[config.mk]
export PLATFORM = sky130hd
export DESIGN_NAME = ps2_scancode_rx_flat
export DESIGN_NICKNAME = d
export VERILOG_FILES = /design/src/rtl/ps2_scancode_rx_if.sv /design/src/rtl/ps2_scancode_rx.sv /design/src/flat_wrapper.sv
export SDC_FILE = /design/constraint.sdc
export NUM_CORES = 1
export LEC_CHECK = 0
export CAP_MARGIN = 20
export CORE_MARGIN = 4
export CORE_UTILIZATION = 30
export CTS_CLUSTER_DIAMETER = 60
export DETAILED_ROUTE_END_ITERATION = 10
export HOLD_SLACK_MARGIN = 0.06
export PLACE_DENSITY = 0.46
export SLEW_MARGIN = 30
export SYNTH_ARGS = -nofsm -noshare
export SYNTH_HDL_FRONTEND = slang
export SYNTH_SLANG_ARGS = --single-unit
[constraint.sdc]
create_clock -name clk -period 3.9 [get_ports clk]
set_input_delay 0.78 -clock clk [delete_from_list [all_inputs] [get_ports clk]]
set_output_delay 0.78 -clock clk [all_outputs]
set_load 0.02 [all_outputs]
[src/rtl/ps2_scancode_rx_if.sv]
// rtl/ps2_scancode_rx_if.sv - PS/2 line inputs and scan-code event outputs
interface ps2_scancode_rx_if;
  logic       ps2clk;
  logic       ps2data;
  logic [7:0] scan_code;
  logic       key_release;
  logic       key_extended;
  logic       scan_valid;
  logic       frame_err;
  logic       busy;

  modport master (
    input  ps2clk, ps2data,
    output scan_code, key_release, key_extended, scan_valid, frame_err, busy
  );

  modport slave (
    output ps2clk, ps2data,
    input  scan_code, key_release, key_extended, scan_valid, frame_err, busy
  );
endinterface

[src/rtl/ps2_scancode_rx.sv]
// rtl/ps2_scancode_rx.sv - PS/2 device-to-host receiver with E0/F0 prefix folding
module ps2_scancode_rx #(
  parameter int clk_mhz    = 25,
  parameter int filter_len = 8,
  parameter int timeout_us = 200
) (
  input  logic               clk,
  input  logic               n_reset,
  ps2_scancode_rx_if.master  bus
);

  localparam int tmo_max = clk_mhz * timeout_us;
  localparam int tmo_w   = $clog2(tmo_max + 1);

  typedef enum logic [1:0] {IDLE, DATA, PARITY, STOP} state_t;

  state_t                  state, state_nx;
  logic [1:0]              clk_s, dat_s;
  logic [filter_len-1:0]   filt_sr;
  logic                    filt_lvl, filt_prev;
  logic                    fall, data_bit;
  logic [2:0]              bitcnt;
  logic [7:0]              shreg;
  logic                    par_bit;
  logic [tmo_w-1:0]        tmo_cnt;
  logic                    tmo_hit;
  logic                    ext_flag, rel_flag;
  logic                    busy_c, shift_en, par_en, frame_ok, frame_bad;

  // Two-flop synchronisers, then a level filter that only moves on a unanimous window
  always_ff @(posedge clk or negedge n_reset) begin
    if (!n_reset) begin
      clk_s     <= 2'b11;
      dat_s     <= 2'b11;
      filt_sr   <= '1;
      filt_lvl  <= 1'b1;
      filt_prev <= 1'b1;
    end else begin
      clk_s     <= {clk_s[0], bus.ps2clk};
      dat_s     <= {dat_s[0], bus.ps2data};
      filt_sr   <= {filt_sr[filter_len-2:0], clk_s[1]};
      if (&filt_sr)
        filt_lvl <= 1'b1;
      else if (~|filt_sr)
        filt_lvl <= 1'b0;
      filt_prev <= filt_lvl;
    end
  end

  assign fall     = filt_prev & ~filt_lvl;
  assign data_bit = dat_s[1];
  assign tmo_hit  = (state != IDLE) && (tmo_cnt == tmo_w'(tmo_max));

  always_ff @(posedge clk or negedge n_reset) begin
    if (!n_reset)
      state <= IDLE;
    else
      state <= state_nx;
  end

  always_comb begin
    state_nx = state;
    if (fall) begin
      case (state)
        IDLE:    if (!data_bit) state_nx = DATA;
        DATA:    if (bitcnt == 3'd7) state_nx = PARITY;
        PARITY:  state_nx = STOP;
        STOP:    state_nx = IDLE;
        default: state_nx = IDLE;
      endcase
    end else if (tmo_hit) begin
      state_nx = IDLE;
    end
  end

  always_comb begin
    busy_c    = (state != IDLE);
    shift_en  = fall && (state == DATA);
    par_en    = fall && (state == PARITY);
    frame_ok  = 1'b0;
    frame_bad = 1'b0;
    if (fall && (state == STOP)) begin
      frame_ok  = data_bit && (^{shreg, par_bit});
      frame_bad = !(data_bit && (^{shreg, par_bit}));
    end else if (!fall && tmo_hit) begin
      frame_bad = 1'b1;
    end
  end

  assign bus.busy = busy_c;

  always_ff @(posedge clk or negedge n_reset) begin
    if (!n_reset) begin
      bitcnt           <= 3'd0;
      shreg            <= 8'h00;
      par_bit          <= 1'b0;
      tmo_cnt          <= '0;
      ext_flag         <= 1'b0;
      rel_flag         <= 1'b0;
      bus.scan_code    <= 8'h00;
      bus.key_release  <= 1'b0;
      bus.key_extended <= 1'b0;
      bus.scan_valid   <= 1'b0;
      bus.frame_err    <= 1'b0;
    end else begin
      bus.scan_valid <= 1'b0;
      bus.frame_err  <= 1'b0;

      if (fall && (state == IDLE))
        bitcnt <= 3'd0;
      else if (shift_en)
        bitcnt <= bitcnt + 3'd1;

      if (shift_en)
        shreg <= {data_bit, shreg[7:1]};
      if (par_en)
        par_bit <= data_bit;

      // Saturating gap counter; only meaningful inside a frame
      if (fall || (state == IDLE))
        tmo_cnt <= '0;
      else if (tmo_cnt != tmo_w'(tmo_max))
        tmo_cnt <= tmo_cnt + tmo_w'(1);

      if (frame_bad) begin
        bus.frame_err <= 1'b1;
        ext_flag      <= 1'b0;
        rel_flag      <= 1'b0;
      end else if (frame_ok) begin
        if (shreg == 8'hE0) begin
          ext_flag <= 1'b1;
        end else if (shreg == 8'hF0) begin
          rel_flag <= 1'b1;
        end else begin
          bus.scan_code    <= shreg;
          bus.key_extended <= ext_flag;
          bus.key_release  <= rel_flag;
          bus.scan_valid   <= 1'b1;
          ext_flag         <= 1'b0;
          rel_flag         <= 1'b0;
        end
      end
    end
  end

endmodule

[src/flat_wrapper.sv]
// flat-port wrapper written by rule: the top's interface ports become plain ports
module ps2_scancode_rx_flat 
#(
  parameter int clk_mhz    = 25,
  parameter int filter_len = 8,
  parameter int timeout_us = 200
)
  (clk, n_reset, bus_ps2clk, bus_ps2data, bus_scan_code, bus_key_release, bus_key_extended, bus_scan_valid, bus_frame_err, bus_busy);
  ps2_scancode_rx_if bus_i ();
  input  logic clk;
  input  logic n_reset;
  input wire logic [$bits(bus_i.ps2clk)-1:0] bus_ps2clk;
  input wire logic [$bits(bus_i.ps2data)-1:0] bus_ps2data;
  output wire logic [$bits(bus_i.scan_code)-1:0] bus_scan_code;
  output wire logic [$bits(bus_i.key_release)-1:0] bus_key_release;
  output wire logic [$bits(bus_i.key_extended)-1:0] bus_key_extended;
  output wire logic [$bits(bus_i.scan_valid)-1:0] bus_scan_valid;
  output wire logic [$bits(bus_i.frame_err)-1:0] bus_frame_err;
  output wire logic [$bits(bus_i.busy)-1:0] bus_busy;
  assign bus_i.ps2clk = bus_ps2clk;
  assign bus_i.ps2data = bus_ps2data;
  assign bus_scan_code = bus_i.scan_code;
  assign bus_key_release = bus_i.key_release;
  assign bus_key_extended = bus_i.key_extended;
  assign bus_scan_valid = bus_i.scan_valid;
  assign bus_frame_err = bus_i.frame_err;
  assign bus_busy = bus_i.busy;
  ps2_scancode_rx #(.clk_mhz(clk_mhz), .filter_len(filter_len), .timeout_us(timeout_us)) u_core (.clk(clk), .n_reset(n_reset), .bus(bus_i));
endmodule
# Word level (Yosys, flattened, before mapping)
# Cells that the tools add are included.
classes:
  reduce_logical: 23
  addsub: 2
  muxes: 27
  n_eq_ne: 13
  bitwise: 5
ops:
  columns: ["operator", "n"]
  rows:
  - ["$mux 13", 2]
  - ["$mux 1", 18]
  - ["$eq 8x8->1 const B", 2]
  - ["$add 13x1->13 const B", 1]
  - ["$eq 13x13->1 const B", 1]
  - ["$ne 13x13->1 const B", 1]
  - ["$reduce_bool 2->1", 5]
  - ["$reduce_xor 9->1", 1]
  - ["$mux 2", 4]
  - ["$pmux 2 s4", 1]
  - ["$reduce_and 8->1", 1]
  - ["$reduce_or 8->1", 1]
  - ["$logic_and 1x1->1", 7]
  - ["$mux 3", 2]
  - ["$ne 3x3->1 const B", 2]
  - ["$eq 2x2->1 const B", 2]
  - ["$ne 2x1->1 const B", 2]
  - ["$not 1->1", 4]
  - ["$reduce_and 2->1", 2]
  - ["$reduce_and 4->1", 1]
  - ["$add 3x1->3 const B", 1]
  - ["$eq 3x3->1 const B", 1]
  - ["$ne 3x1->1 const B", 1]
  - ["$reduce_and 3->1", 1]
  - ["other kinds (5)", 6]
totals:
  elab_cells: 87
  ff_bits: 55
  out_inout_bits: 13

# Depth between registers and ports, before layout
# Gate-level depths: netlist (run 1).
logic_depth:
  ltp_word: 8
  depth_mapped: 7
  mapped_depth_nobuf: 7

# Least setup slack after synthesis (run 1)
# No wires, ideal clock.
synth_path:
  kind: "register to register"
  startpoint: "register u_core.shreg[1]"
  endpoint: "register u_core.bus.key_extended"
  t_arrival_ps: 1719
  required_ps: 3775
  period_less_slack_ps: 1844
  setup_ps: 125
  stages_incl_launch_ff: 6
  slack_ps: 2056
  path_cell_list: "dfrtp_1 > xor2_1 > xnor3_1 > mux2i_4 > nand2_4 > mux2_2"
synth_between:
  elab_chain_cells: 6
  elab_cells_between_ends: 11
  classes_between: "eq/ne: 2; mux: 2; bitwise: 3; reduce/logical: 4"
synth_lines:
  columns: ["item", "line", "text"]
  rows:
  - ["start: declaration", "ps2_scancode_rx.sv:23", "logic [7:0] shreg;"]
  - ["start signal: assignment", "ps2_scancode_rx.sv:115", "shreg <= {data_bit, shreg[7:1]};"]
  - ["$reduce_xor 9->1", "ps2_scancode_rx.sv:83, ps2_scancode_rx.sv:84", null]
  - ["$logic_and 1x1->1", "ps2_scancode_rx.sv:83, ps2_scancode_rx.sv:84", null]
  - ["$logic_not 1->1", "ps2_scancode_rx.sv:84", "frame_bad = !(data_bit && (^{shreg, par_bit}));"]
  - ["$mux 1", "ps2_scancode_rx.sv:82", "if (fall && (state == STOP)) begin"]
  - ["$not 1->1 (no source line)", null, null]
  - ["$reduce_and 4->1 (no source line) (*)", null, null]
  - ["end signal: assignment", "ps2_scancode_rx.sv:136", "bus.key_extended <= ext_flag;"]
  - ["end: declaration", "ps2_scancode_rx_if.sv:14", "output scan_code, key_release, key_extended, scan_valid, frame_err, busy"]
# Mark *: on every way between the ends. The rest lies on a longest branch, timed or not.
# A chain may end at the register's enable or synchronous reset.

# Worst setup path after layout (run 1)
layout_path:
  startpoint: "register u_core.state[0]"
  endpoint: "output bus_busy"
layout_between:
  elab_chain_cells: 1
layout_lines:
  columns: ["item", "line", "text"]
  rows:
  - ["start: declaration", "ps2_scancode_rx.sv:17", "state_t state, state_nx;"]
  - ["start signal: assignment", "ps2_scancode_rx.sv:58", "state <= state_nx;"]
  - ["$reduce_bool 2->1", "ps2_scancode_rx.sv:77", "busy_c = (state != IDLE);"]
  - ["end: declaration", "flat_wrapper.sv:19", "output wire logic [$bits(bus_i.busy)-1:0] bus_busy;"]
# Every way passes these cells.

==> results.md, run 1 <==
Placement:
- The final weighted congestion in routability-driven placement is 0.692.
- Once detailed placement completed, the half-perimeter wirelength came to 2880 µm.
- In this run the tool buffered the top-level ports with 16 buffer cells.
- Before CTS, the worst setup slack after placement is 1.67 ns.

Pwr:
- In this run, flip-flops and latches consume 54.5% of the power.
- The power per unit of standard cell area is 440 nW/µm².
- The internal power of the cells totals 0.845 mW.
- Net switching is 30.2% of the power.
- The analysis attributes to cell leakage a power of 1.21 nW.
- The share of power burned in the clock network is 25.0%.
- The net switching component of the power is 0.367 mW.
- The combinational share of power is 20.5%.
- The maximum vdd ir drop is 234 µV.

Clock network:
- In this run the post-CTS setup repair buffer count came out at 0.
- Counting the buffers created by CTS gives 5.
- The clock latency reported for the late side of the worst-skew pair is 0.30 ns.
- After clock tree synthesis, the clock-pin slew on the worst setup and hold paths is 0.09 ns.
- In this run, post-CTS repair resized a total of 0 instances.
- For this design, the sink count on the clock tree is 55.
- In this run the clock root is driven by a clkbuf_8.
- In this run, post-CTS hold repair placed 0 buffers.
- The H-tree generated during clock tree synthesis spans 2 levels.
- The clock tree from TritonCTS is built.
- The clock passes through at most 2 buffers.

Run status:
- The flow ran to the end, and the final reports show no timing, DRC or antenna violations.

Cells and area:
- The number of antenna diodes in the final layout is 0.
- The area growth from synthesis to layout is 15.2%.
- In the final layout, flip-flops and latches occupy 1390 µm².
- Counting the fill cells in the layout gives 766.
- In the final layout, the share of cells above drive strength 1 is 18.0%.
- In the final layout, the multi-input gates occupy 951 µm².
- The final-stage net count is 234.

Setup path:
- The startpoint type of the worst setup path is a register.
- The critical path class is register to primary output.
- The startpoint identified for the worst register-to-register timing path is u_core.filt_prev$_DFF_PN1_.
- On the critical path, the stage with the largest delay is an instance of clkdlybuf4s50_1.
- Walking the worst path, the cells encountered are inv_1 > ha_1 > inv_1 > clkdlybuf4s50_1.
- Of all nets on the critical path, the largest fanout is 7.
- The reg-to-reg setup timing slack is 1.80 ns.
- In this design, the critical path's most frequently occurring cell is inv_1.
- The depth of the most critical reg-to-reg path is 5.
- The endpoint kind of the worst setup timing path is a primary output.
- The worst path arrival time is 1.78 ns.
- The most critical setup path has its startpoint at u_core.state[0]$_DFFE_PN0P_.
- The required time at the worst-slack endpoint is 3.12 ns.
- The end of the worst register-to-register path is u_core.bus.scan_code[2]$_DFFE_PN0P_.
- The stage delay of the slowest cell on the critical path is 0.61 ns.

Logic synthesis:
- In this run, synthesis produced a sequential element count of 55.
- The number of nets produced by synthesis is 213.
- The synthesized cell area is 2390 µm².
- The sequential share of the synthesized area is 58.2%.
- The cell count after synthesis came out at 200.
- Each instance of the synthesized netlist takes up on average 12.0 µm².
- The number of unique standard cell types used by synthesis is 37.
- For this run, the number of Yosys warnings is 0.

STA:
- Setup repair after global routing left no endpoint under its margin.
- Measured against its own limit, the worst slew margin works out to 50.2%.
- For the final routed database, the setup TNS stands at 0 ns.
- The time the worst path needs with I/O delays and setup is 2.56 ns.
- Setup violations remaining at the end of the flow were counted as 0.
- The number of failing hold endpoints at the final stage is 0.
- The portion of the clock cycle consumed by the worst path in the final layout is 65.7%.
- The final worst-path setup slack is 1.34 ns.
- For the final database, setup skew stands at 0.00783 ns.
- The number of pins exceeding their max-slew limit in the final report came to 0.
- The slew at the pin closest to its max-slew limit is 0.747 ns.
- The hold slack is 0.360 ns.
- Timing would allow up to 390 MHz.

Drt:
- The wire length per cell is 12.6 µm.
- The detail route stage leaves a number of antenna-violating nets equal to 0.
- In the routed layout, each cell is associated on average with a via count of 4.46.
- The total routed wirelength is 4080 µm.
- After detailed routing, the number of remaining DRC violations is 0.
- Across all layers, the routed design uses 1445 vias.
- The first detailed-routing pass took 4 iterations.
- After the first detailed-routing iteration, the DRC count stood at 65.

Global route:
- Entering global routing, the biggest net connects 36 pins.
- The overall track demand over capacity in global routing is 9.52%.
- The residual overflow from global routing is 0.
- The first global-routing pass estimated 7420 µm of wire.
- The via count of the first global-routing pass was 1497.
- The initial antenna violation count is 0.

Floorplan:
- The die covers 9470 µm².
- The standard cell core area is 7730 µm².
- The die boundary width is 97.3 µm.
- Row generation in the floorplan step produced 32 rows.
- For this design the top-level I/O count stands at 17.
- Once the floorplan was initialized, standard cells occupied 31.0% of the core.
- The die span in y is 97.3 µm.

Hold path:
- For hold timing, the worst endpoint is u_core.filt_sr[0]$_DFF_PN1_.
- In this run the worst hold path is classified as register to register.
- The startpoint of the most critical hold path is u_core.clk_s[1]$_DFF_PN1_.
- The number of cells on the worst hold path is 0.

Run:
- Max-cap violations in this run came to 0.
==> registers in the layout, summed over array words and instances, names as in the netlist <==
signal / cells
u_core.bus.scan_code: 8
u_core.bus.key_release: 1
u_core.filt_prev: 1
u_core.dat_s: 2
u_core.bitcnt: 3
u_core.par_bit: 1
u_core.state: 2
u_core.shreg: 8
u_core.filt_lvl: 1
u_core.rel_flag: 1
u_core.tmo_cnt: 13
u_core.filt_sr: 8
u_core.bus.scan_valid: 1
u_core.ext_flag: 1
u_core.clk_s: 2
u_core.bus.frame_err: 1
u_core.bus.key_extended: 1
==> through the flow <==
stage | cell area (µm²) | std cells | power (mW) | util, %
after floorplan | 2390 | 200 | 0.847 | -
after global placement | 2670 | 316 | 0.923 | 34.6
after detailed placement | 2670 | 316 | 0.925 | 34.6
after CTS | 2760 | 324 | 1.24 | 35.7
after global routing | 2760 | 324 | 1.31 | 35.7
final | 2760 | 324 | 1.21 | 35.7
==> per-layer routing <==
metal  up-vias  routed length [µm]  global-route usage (%)
li1        738                   -                       -
met1       688                2180                    13.8
met2        14                1740                    14.1
met3         5                 119                    2.51
met4         0                  40                    2.56
met5         -                   0                       0
==> worst max-delay path: cells and delay by family, from the launching register on <==
family                     cells  cell delay (ns)
DFF                            1             0.40
adders and majority gates      1             0.28
buffers and inverters          3             0.80
==> power groups by stage <==
stage	combinational [mW]	sequential, mW	clock, mW
after global placement	0.252	0.671	0
final	0.248	0.660	0.303
after floorplan	0.186	0.661	0
after CTS	0.255	0.662	0.327
after global routing	0.292	0.670	0.349
after detailed placement	0.253	0.672	0
==> kinds of logic (layout without fill, tap and decap cells) <==
logic type,count (synthesis),after routing,share of synthesized area [%]
buf+inv,13,35,2.04
mux,15,15,7.53
flops,55,55,58.2
fa+ha+maj,9,9,4.70
simple gates,64,64,13.7
xor+xnor,13,13,5.91
compound gates,31,31,7.89
==> synth_stat cells <==
cell type / instances / area, µm²
a22o_1: 1 / 8.76
clkbuf_1: 3 / 11.3
xnor2_1: 4 / 35.0
nand2_1: 15 / 56.3
or3_1: 3 / 18.8
o21ai_0: 9 / 45.0
nand3b_1: 1 / 7.51
and3_1: 1 / 6.26
nor4b_1: 2 / 17.5
o22ai_1: 1 / 6.26
o31ai_1: 1 / 7.51
nand2_4: 1 / 11.3
nand4_1: 4 / 25.0
nor2_1: 17 / 63.8
o41ai_1: 1 / 8.76
a32o_1: 1 / 10.0
nand2b_1: 2 / 12.5
a31oi_1: 2 / 12.5
nand3_1: 7 / 35.0
dfstp_2: 14 / 368
mux2i_4: 1 / 22.5
inv_1: 10 / 37.5
o21a_1: 2 / 15.0
dfrtp_1: 41 / 1030
xnor3_1: 2 / 45.0
nor2b_1: 4 / 25.0
a21oi_1: 10 / 50.1
and4_1: 2 / 17.5
nor3_1: 3 / 15.0
ha_1: 9 / 113
xor2_1: 7 / 61.3
nand4b_1: 1 / 8.76
mux2_2: 14 / 158
a21o_1: 1 / 7.51
or4_1: 1 / 7.51
o31a_1: 1 / 8.76
o2bb2ai_1: 1 / 8.76
==> worst max path at each step <==
stage	end	depth (start not counted)
global route	bus_busy	4
floorplan	u_core.bus.key_extended$_DFFE_PN0P_	5
global placement	bus_busy	4
CTS	bus_busy	4
detailed placement	bus_busy	4
finish	bus_busy	4
==> cell usage in the layout (no fill, tap or decap), types with 5 or more instances in the layout <==
| cell type | count |
|---|---|
| ha_1 | 9 |
| mux2_2 | 14 |
| clkdlybuf4s50_1 | 15 |
| nand2_1 | 15 |
| xor2_1 | 7 |
| nand3_1 | 7 |
| inv_1 | 10 |
| a21oi_1 | 10 |
| nor2_1 | 17 |
| dfstp_2 | 14 |
| o21ai_0 | 9 |
| clkbuf_8 | 5 |
| dfrtp_1 | 41 |
==> final cells by class <==
| type | instances | share of cell area (%) |
|---|---|---|
| flip-flops and latches | 55 | 50.6 |
| repair buffers | 17 | 5.90 |
| clock inverters | 3 | 0.545 |
| well taps | 102 | 4.63 |
| multi-input cells | 132 | 34.5 |
| clock buffers | 5 | 2.50 |
| inverters | 10 | 1.36 |
No activity file was read; power rests on OpenSTA's default activity.
==> run 2, diff against run 1 <==
==> constraint.sdc (replaced) <==
create_clock -name clk -period 2.6 [get_ports clk]
set_input_delay 0.52 -clock clk [delete_from_list [all_inputs] [get_ports clk]]
set_output_delay 0.52 -clock clk [all_outputs]
set_load 0.02 [all_outputs]
==> run 2 against run 1 <==
  * Register-to-register slack got worse by 1.2 ns
  * Sequential power rose by 50%
  * Clock power rose by 65%
  * Sequential share of layout area fell by 0.70 points
  * Critical path depth did not move
  * Via count rose by 4.4%
  * Largest cell class unchanged
  * First-iteration DRC count fell by 45%
  * Combinational power rose by 58%
  * Critical path type unchanged
==> results.md, run 2 (synthesis results as in run 1) <==
Clock network:
- The number of clock buffers inserted by TritonCTS is 5 (unchanged).
- The clock tree buffer depth was 2 (unchanged).
- The number of cells upsized or downsized after cts is 0 (unchanged).
- The number of buffers inserted by hold repair at cts is 0 (unchanged).
- The root buffer cell is clkbuf_8 (unchanged).
- The CTS clock-pin slew for the worst setup and hold paths came to 0.10 ns (was 0.09 ns).
- The maximum level of the CTS H-tree is 2 (unchanged).
- The number of sinks on the clock net is 55 (unchanged).
- The clock tree from TritonCTS was built (unchanged).
- The setup fix buffers added after clock tree synthesis came to 0 (unchanged).
- The clock latency reported for the late side of the worst-skew pair came to 0.31 ns (was 0.30 ns).

Floorplan:
- The standard cell core area came to 7730 µm² (unchanged).
- The boundary pin count is 17 (unchanged).
- The overall die area came to 9470 µm² (unchanged).
- The effective utilization at floorplan is 31.0% (unchanged).
- The die boundary width is 97.3 µm (unchanged).
- The die span in y was 97.3 µm (unchanged).
- The cell row count is 32 (unchanged).

Cells and area:
- The total area of sequential cells is 1390 µm² (unchanged).
- The register bank with the most flops is u_core.tmo_cnt (unchanged).
- The fraction of layout instances using a drive strength above 1 was 18.3% (was 18.0%).
- The final-layout fill cell count was 740 (was 766).
- The final standard cell count with taps included and fillers excluded is 326 (was 324).
- The most frequent standard cell in the layout excluding fill and tap cells is dfrtp_1 (unchanged).
- Top library cells by usage in the layout, fill and taps aside: dfrtp_1 (41), nor2_1 (17), nand2_1 (15), clkdlybuf4s50_1 (15) (unchanged).
- The number of flip-flops in the largest register is 13 (unchanged).
- The area of the multi-input gates is 951 µm² (unchanged).
- The final-stage net count is 236 (was 234).
- The area growth from synthesis to layout came to 16.8% (was 15.2%).
- The final design instance area without fill is 2800 µm² (was 2760 µm²).
- The antenna cell count is 0 (unchanged).

Hold path:
- The class of the most critical hold timing path was input pin to async pin (was register to register).

Global route:
- The overall track demand over capacity in global routing is 9.88% (was 9.52%).
- The pin count of the biggest net entering global routing came to 34 (was 36).
- The residual overflow from global routing was 0 (unchanged).
- The initial antenna violation count is 0 (unchanged).
- The via count of the first global-routing pass is 1587 (was 1497).
- The first-pass GRT wire length is 7710 µm (was 7420 µm).

Drt:
- The number of design-rule violations left by the first detailed-router iteration is 36 (was 65).
- The number of routed nets with antenna violations is 0 (unchanged).
- The overall via count from detail_route is 1509 (was 1445).
- The number of vias per cell is 4.63 (was 4.46).
- The number of iterations in the first detailed-routing pass was 4 (unchanged).
- The final routed DRC violation total came to 0 (unchanged).
- The wire length per cell is 13.1 µm (was 12.6 µm).
- The total routed wirelength was 4260 µm (was 4080 µm).

STA:
- The aggregate negative setup slack came to 0 ns (unchanged).
- The number of failing hold endpoints at the final stage came to 0 (unchanged).
- The maximum clock frequency is 430 MHz.
- RSZ-0062 raised after global routing: false (unchanged).
- The worst clock skew is 0.0115 ns (was 0.00783 ns).
- The portion of the clock cycle consumed by the worst path in the final layout is 89.5%.
- The number of pins exceeding their max-slew limit in the final report is 0 (unchanged).
- The final-report setup violation count is 0 (unchanged).
- The worst-case headroom to the max-slew limit is 64.0% (was 50.2%).
- The slew at the pin closest to its max-slew limit is 0.540 ns (was 0.747 ns).
- For the finished layout, the period the worst path requires is 2.33 ns.

Placement:
- The placed cell count is 318 (was 316).
- The placed instance area is 2700 µm² (was 2670 µm²).
- The number of port buffers was 16 (unchanged).
- The detailed placement HPWL is 2980 µm (was 2880 µm).
- The final weighted congestion in routability-driven placement was 0.693 (was 0.692).

Pwr:
- The combinational share of power came to 20.8% (was 20.5%).
- The maximum vdd ir drop was 457 µV (was 234 µV).
- The fraction of power spent switching nets is 30.0% (was 30.2%).
- The net switching component of the power is 0.565 mW (was 0.367 mW).
- The share of power burned in the clock network is 26.5% (was 25.0%).
- The sequential power share is 52.8% (was 54.5%).
- The power per unit of standard cell area was 674 nW/µm² (was 440 nW/µm²).
- The leakage power figure is 1.23 nW (was 1.21 nW).
- The cell-internal power is 1.32 mW (was 0.845 mW).

Setup path:
- The critical path class is register to primary output (unchanged).
- The endpoint kind of the worst setup timing path is a primary output (unchanged).
- The worst-path maximum fanout was 7 (unchanged).
- The startpoint type of the worst setup path is a register (unchanged).
- The worst path arrival time came to 1.81 ns (was 1.78 ns).
- The required time at the worst-slack endpoint is 2.08 ns (was 3.12 ns).

Run:
- The max-capacitance violation count is 0 (unchanged).

Run status:
- Result of the run: finished, final reports clean (unchanged).
-- run 2: final timing paths --
kind | from | to | slack, ns | depth (start not counted)
max | u_core.state[0]$_DFFE_PN0P_ | bus_busy | 0.27 | 4
min in group clk | u_core.clk_s[1]$_DFF_PN1_ | u_core.filt_sr[0]$_DFF_PN1_ | 0.36 | 0
min reg2reg | u_core.clk_s[1]$_DFF_PN1_ | u_core.filt_sr[0]$_DFF_PN1_ | 0.36 | 0
max in group asynchronous | n_reset | u_core.filt_lvl$_DFFE_PN1P_ | 1.78 | 2
max reg2reg | u_core.shreg[1]$_DFFE_PN0P_ | u_core.bus.scan_code[1]$_DFFE_PN0P_ | 0.57 | 5
min | n_reset | u_core.bus.scan_valid$_DFF_PN0_ | 0.18 | 1
-- run 2: cell type report --
type / instances / area share [%]
clock buffer: 7 / 3.09
clock inverter: 1 / 0.313
inverter: 10 / 1.34
multi-input combinational: 132 / 34.0
sequential: 55 / 49.9
tap: 102 / 4.57
timing repair buffer: 19 / 6.80
-- run 2: metal layers --
layer,routed length (µm),GRT usage [%],share of wire [%],up-vias
met4,46,2.88,1.1,0
li1,-,-,-,736
met5,0,0,0,-
met3,161,2.51,3.8,6
met1,2120,13.7,50,747
met2,1930,15.3,45,20
-- run 2: metrics by stage --
step | power, mW | util [%] | hold slack (ns) | setup WS (ns)
after global routing | 2.01 | 36.2 | 0.213 | 0.159
final | 1.88 | 36.2 | 0.183 | 0.274
after CTS | 1.92 | 36.2 | 0.195 | 0.251
after floorplan | 1.27 | - | 0.224 | 0.756
after detailed placement | 1.41 | 34.9 | 0.347 | 0.573
after global placement | 1.41 | 34.9 | 0.346 | 0.628
-- run 2: worst max-delay path, cell delays in order, from the launching register on --
cell             delay [ns]
dfrtp_1                0.41
inv_1                  0.09
ha_1                   0.28
inv_1                  0.10
clkdlybuf4s50_1        0.61
-- run 2: power groups by stage --
stage / logic (mW) / clock network, mW / registers, mW
4_1_cts: 0.398 / 0.526 / 0.994
5_1_grt: 0.459 / 0.545 / 1.01
6_report: 0.391 / 0.499 / 0.993
2_1_floorplan: 0.279 / 0 / 0.992
3_5_place_dp: 0.397 / 0 / 1.01
3_3_place_gp: 0.398 / 0 / 1.01
==> run 3, diff against run 2 <==
--- a/config.mk
+++ b/config.mk
@@ -6,12 +6,11 @@
 export NUM_CORES = 1
 export LEC_CHECK = 0
 export CAP_MARGIN = 20
-export CORE_MARGIN = 4
 export CORE_UTILIZATION = 30
 export CTS_CLUSTER_DIAMETER = 60
 export DETAILED_ROUTE_END_ITERATION = 10
 export HOLD_SLACK_MARGIN = 0.06
-export PLACE_DENSITY = 0.46
+export PLACE_DENSITY = 0.47
 export SLEW_MARGIN = 30
 export SYNTH_ARGS = -nofsm -noshare
 export SYNTH_HDL_FRONTEND = slang
==> run 3 against run 2 <==
  * Sequential power hardly changed
  * Combinational power is 1% lower
  * Critical path depth unchanged
  * Sequential share of layout area down 0.49 points
==> results.md, run 3 (synthesis results as in run 1) <==
Drt:
- The final routed DRC violation total is 0 (unchanged).
- The total length of routed met2 wires is 1870 µm (was 1930 µm).
- The number of iterations in the first detailed-routing pass is 4 (unchanged).
- The overall via count from detail_route came to 1494 (was 1509).
- The total routed wirelength is 4110 µm (was 4260 µm).
- The number of routed nets with antenna violations is 0 (unchanged).
- The wire length per cell came to 12.6 µm (was 13.1 µm).
- The number of design-rule violations left by the first detailed-router iteration is 58 (was 36).
- The detailed-routed wire length on met3 came to 111 µm (was 161 µm).
- The number of vias per cell is 4.58 (was 4.63).
- The highest metal layer with signal wires was met4 (unchanged).
- The routed length on met1 is 2090 µm (was 2120 µm).

Setup path:
- The required time at the worst-slack endpoint is 2.08 ns (about the same).
- The reg-to-reg setup timing slack came to 0.58 ns (was 0.57 ns).
- The critical path class is register to primary output (unchanged).
- The depth of the most critical reg-to-reg path is 5 (unchanged).
- The worst flop-to-flop path startpoint was u_core.shreg[1]$_DFFE_PN0P_ (unchanged).
- The kind of cell adding the most delay to the critical path is buffers and inverters (unchanged).
- The worst path arrival time came to 1.80 ns (was 1.81 ns).
- The startpoint type of the worst setup path is a register (unchanged).
- The buffer and inverter count on the worst path is 3 (unchanged).
- The endpoint kind of the worst setup timing path was a primary output (unchanged).
- Cell Chain, Critical Path: inv_1 > ha_1 > inv_1 > clkdlybuf4s50_1 (unchanged).
- The standard cell with the maximum stage delay on the critical path is clkdlybuf4s50_1 (unchanged).
- The most prevalent standard cell on the critical path is inv_1 (unchanged).
- The worst-path maximum fanout is 7 (unchanged).
- The stage delay of the slowest cell on the critical path is 0.60 ns (was 0.61 ns).
- The end of the worst register-to-register path is u_core.bus.scan_code[2]$_DFFE_PN0P_ (was u_core.bus.scan_code[1]$_DFFE_PN0P_).

Cells and area:
- The number of flip-flops in the largest register is 13 (unchanged).
- The area of the multi-input gates is 951 µm² (unchanged).
- The register bank with the most flops is u_core.tmo_cnt (unchanged).
- The most frequent standard cell in the layout excluding fill and tap cells is dfrtp_1 (unchanged).
- The area growth from synthesis to layout is 17.9% (was 16.8%).
- The antenna cell count came to 0 (unchanged).
- The fraction of layout instances using a drive strength above 1 came to 18.3% (unchanged).
- The final-layout fill cell count is 767 (was 740).
- The total area of sequential cells was 1390 µm² (unchanged).
- Top library cells by usage in the layout, fill and taps aside: dfrtp_1 (41), nor2_1 (17), nand2_1 (15), clkdlybuf4s50_1 (15) (unchanged).
- The final-stage net count is 236 (unchanged).

Floorplan:
- The die boundary width is 91.3 µm (was 97.3 µm).
- The boundary pin count is 17 (unchanged).
- The standard cell core area is 7730 µm² (unchanged).
- The cell row count came to 32 (unchanged).
- The overall die area was 8340 µm² (was 9470 µm²).
- The effective utilization at floorplan is 31.0% (unchanged).
- The die span in y is 91.3 µm (was 97.3 µm).

Global route:
- The pin count of the biggest net entering global routing was 34 (unchanged).
- The first-pass GRT wire length is 7250 µm (was 7710 µm).
- The residual overflow from global routing came to 0 (unchanged).
- The overall track demand over capacity in global routing is 10.9% (was 9.88%).
- The initial antenna violation count is 0 (unchanged).
- The via count of the first global-routing pass is 1498 (was 1587).

Clock network:
- The setup fix buffers added after clock tree synthesis is 0 (unchanged).
- The number of sinks on the clock net is 55 (unchanged).
- The CTS clock-pin slew for the worst setup and hold paths is 0.10 ns (about the same).
- The number of cells upsized or downsized after cts is 0 (unchanged).
- The number of clock buffers inserted by TritonCTS was 5 (unchanged).
- The clock tree from TritonCTS was built (unchanged).
- The maximum level of the CTS H-tree is 2 (unchanged).
- The number of buffers inserted by hold repair at cts is 0 (unchanged).
- The clock tree buffer depth came to 2 (unchanged).
- The root buffer cell is clkbuf_8 (unchanged).
- The clock latency reported for the late side of the worst-skew pair is 0.30 ns (was 0.31 ns).

Run status:
- Result of the run: finished, final reports clean (unchanged).

STA:
- The maximum clock frequency was 432 MHz (was 430 MHz).
- The worst-case headroom to the max-slew limit was 64.2% (was 64.0%).
- RSZ-0062 raised after global routing: false (unchanged).
- The time the worst path needs with I/O delays and setup came to 2.32 ns (was 2.33 ns).
- The portion of the clock cycle consumed by the worst path in the final layout came to 89.1% (was 89.5%).
- The final worst-path setup slack was 0.283 ns (was 0.274 ns).
- The final-report setup violation count was 0 (unchanged).
- The number of failing hold endpoints at the final stage is 0 (unchanged).
- The slew at the pin closest to its max-slew limit is 0.537 ns (was 0.540 ns).
- The worst clock skew is 0.00769 ns (was 0.0115 ns).
- The number of pins exceeding their max-slew limit in the final report is 0 (unchanged).
- The aggregate negative setup slack is 0 ns (unchanged).

Placement:
- The worst slack at placement is 0.550 ns (was 0.573 ns).
- The detailed placement HPWL was 2900 µm (was 2980 µm).
- The number of port buffers was 16 (unchanged).
- The final weighted congestion in routability-driven placement is 0.739 (was 0.693).

Pwr:
- The power per unit of standard cell area came to 692 nW/µm² (was 674 nW/µm²).
- The leakage power figure is 1.24 nW (was 1.23 nW).
- The maximum vdd ir drop was 458 µV (was 457 µV).

Run:
- The max-capacitance violation count came to 0 (unchanged).

Hold path:
- The class of the most critical hold timing path is input pin to async pin (unchanged).
[run 3: cell types whose count changed in the layout (fill, tap and decap cells not counted)]
cell       previous run  this run
clkbuf_16             0         2
clkbuf_8              6         5
inv_6                 1         0
[run 3: how the worst max path moves through the flow]
stage | from | endpoint | slack [ns] | cells after the start
after floorplan | u_core.shreg[1]$_DFFE_PN0P_ | u_core.bus.key_extended$_DFFE_PN0P_ | 0.76 | 5
after global placement | u_core.shreg[1]$_DFFE_PN0P_ | u_core.bus.scan_code[5]$_DFFE_PN0P_ | 0.63 | 5
after detailed placement | u_core.shreg[1]$_DFFE_PN0P_ | u_core.bus.scan_code[1]$_DFFE_PN0P_ | 0.55 | 5
after CTS | u_core.state[0]$_DFFE_PN0P_ | bus_busy | 0.26 | 4
after global routing | u_core.state[0]$_DFFE_PN0P_ | bus_busy | 0.19 | 4
final | u_core.state[0]$_DFFE_PN0P_ | bus_busy | 0.28 | 4
[run 3: layout make-up]
cell class	count	area share, %
inverter	10	1.33
clock buffer	8	4.34
sequential	55	49.4
timing repair buffer	19	6.74
multi-input combinational	132	33.7
tap	102	4.52
[run 3: layer usage]
layer	global-route usage, %	vias up
li1	-	742
met4	4.10	0
met3	2.68	5
met1	15.1	726
met5	0	-
met2	16.4	21
[run 3: metrics by stage]
step	util (%)	hold slack, ns	power [mW]	std cells	area [µm²]
floorplan	-	0.224	1.27	200	2390
global placement	34.9	0.346	1.40	318	2700
detailed placement	34.9	0.349	1.40	318	2700
CTS	36.5	0.200	1.99	326	2820
global route	36.5	0.217	2.08	326	2820
finish	36.5	0.183	1.95	326	2820
[run 3: power breakdown]
part	switching, mW	internal, mW
clock	0.266	0.308
combinational	0.218	0.168
sequential	0.0644	0.929
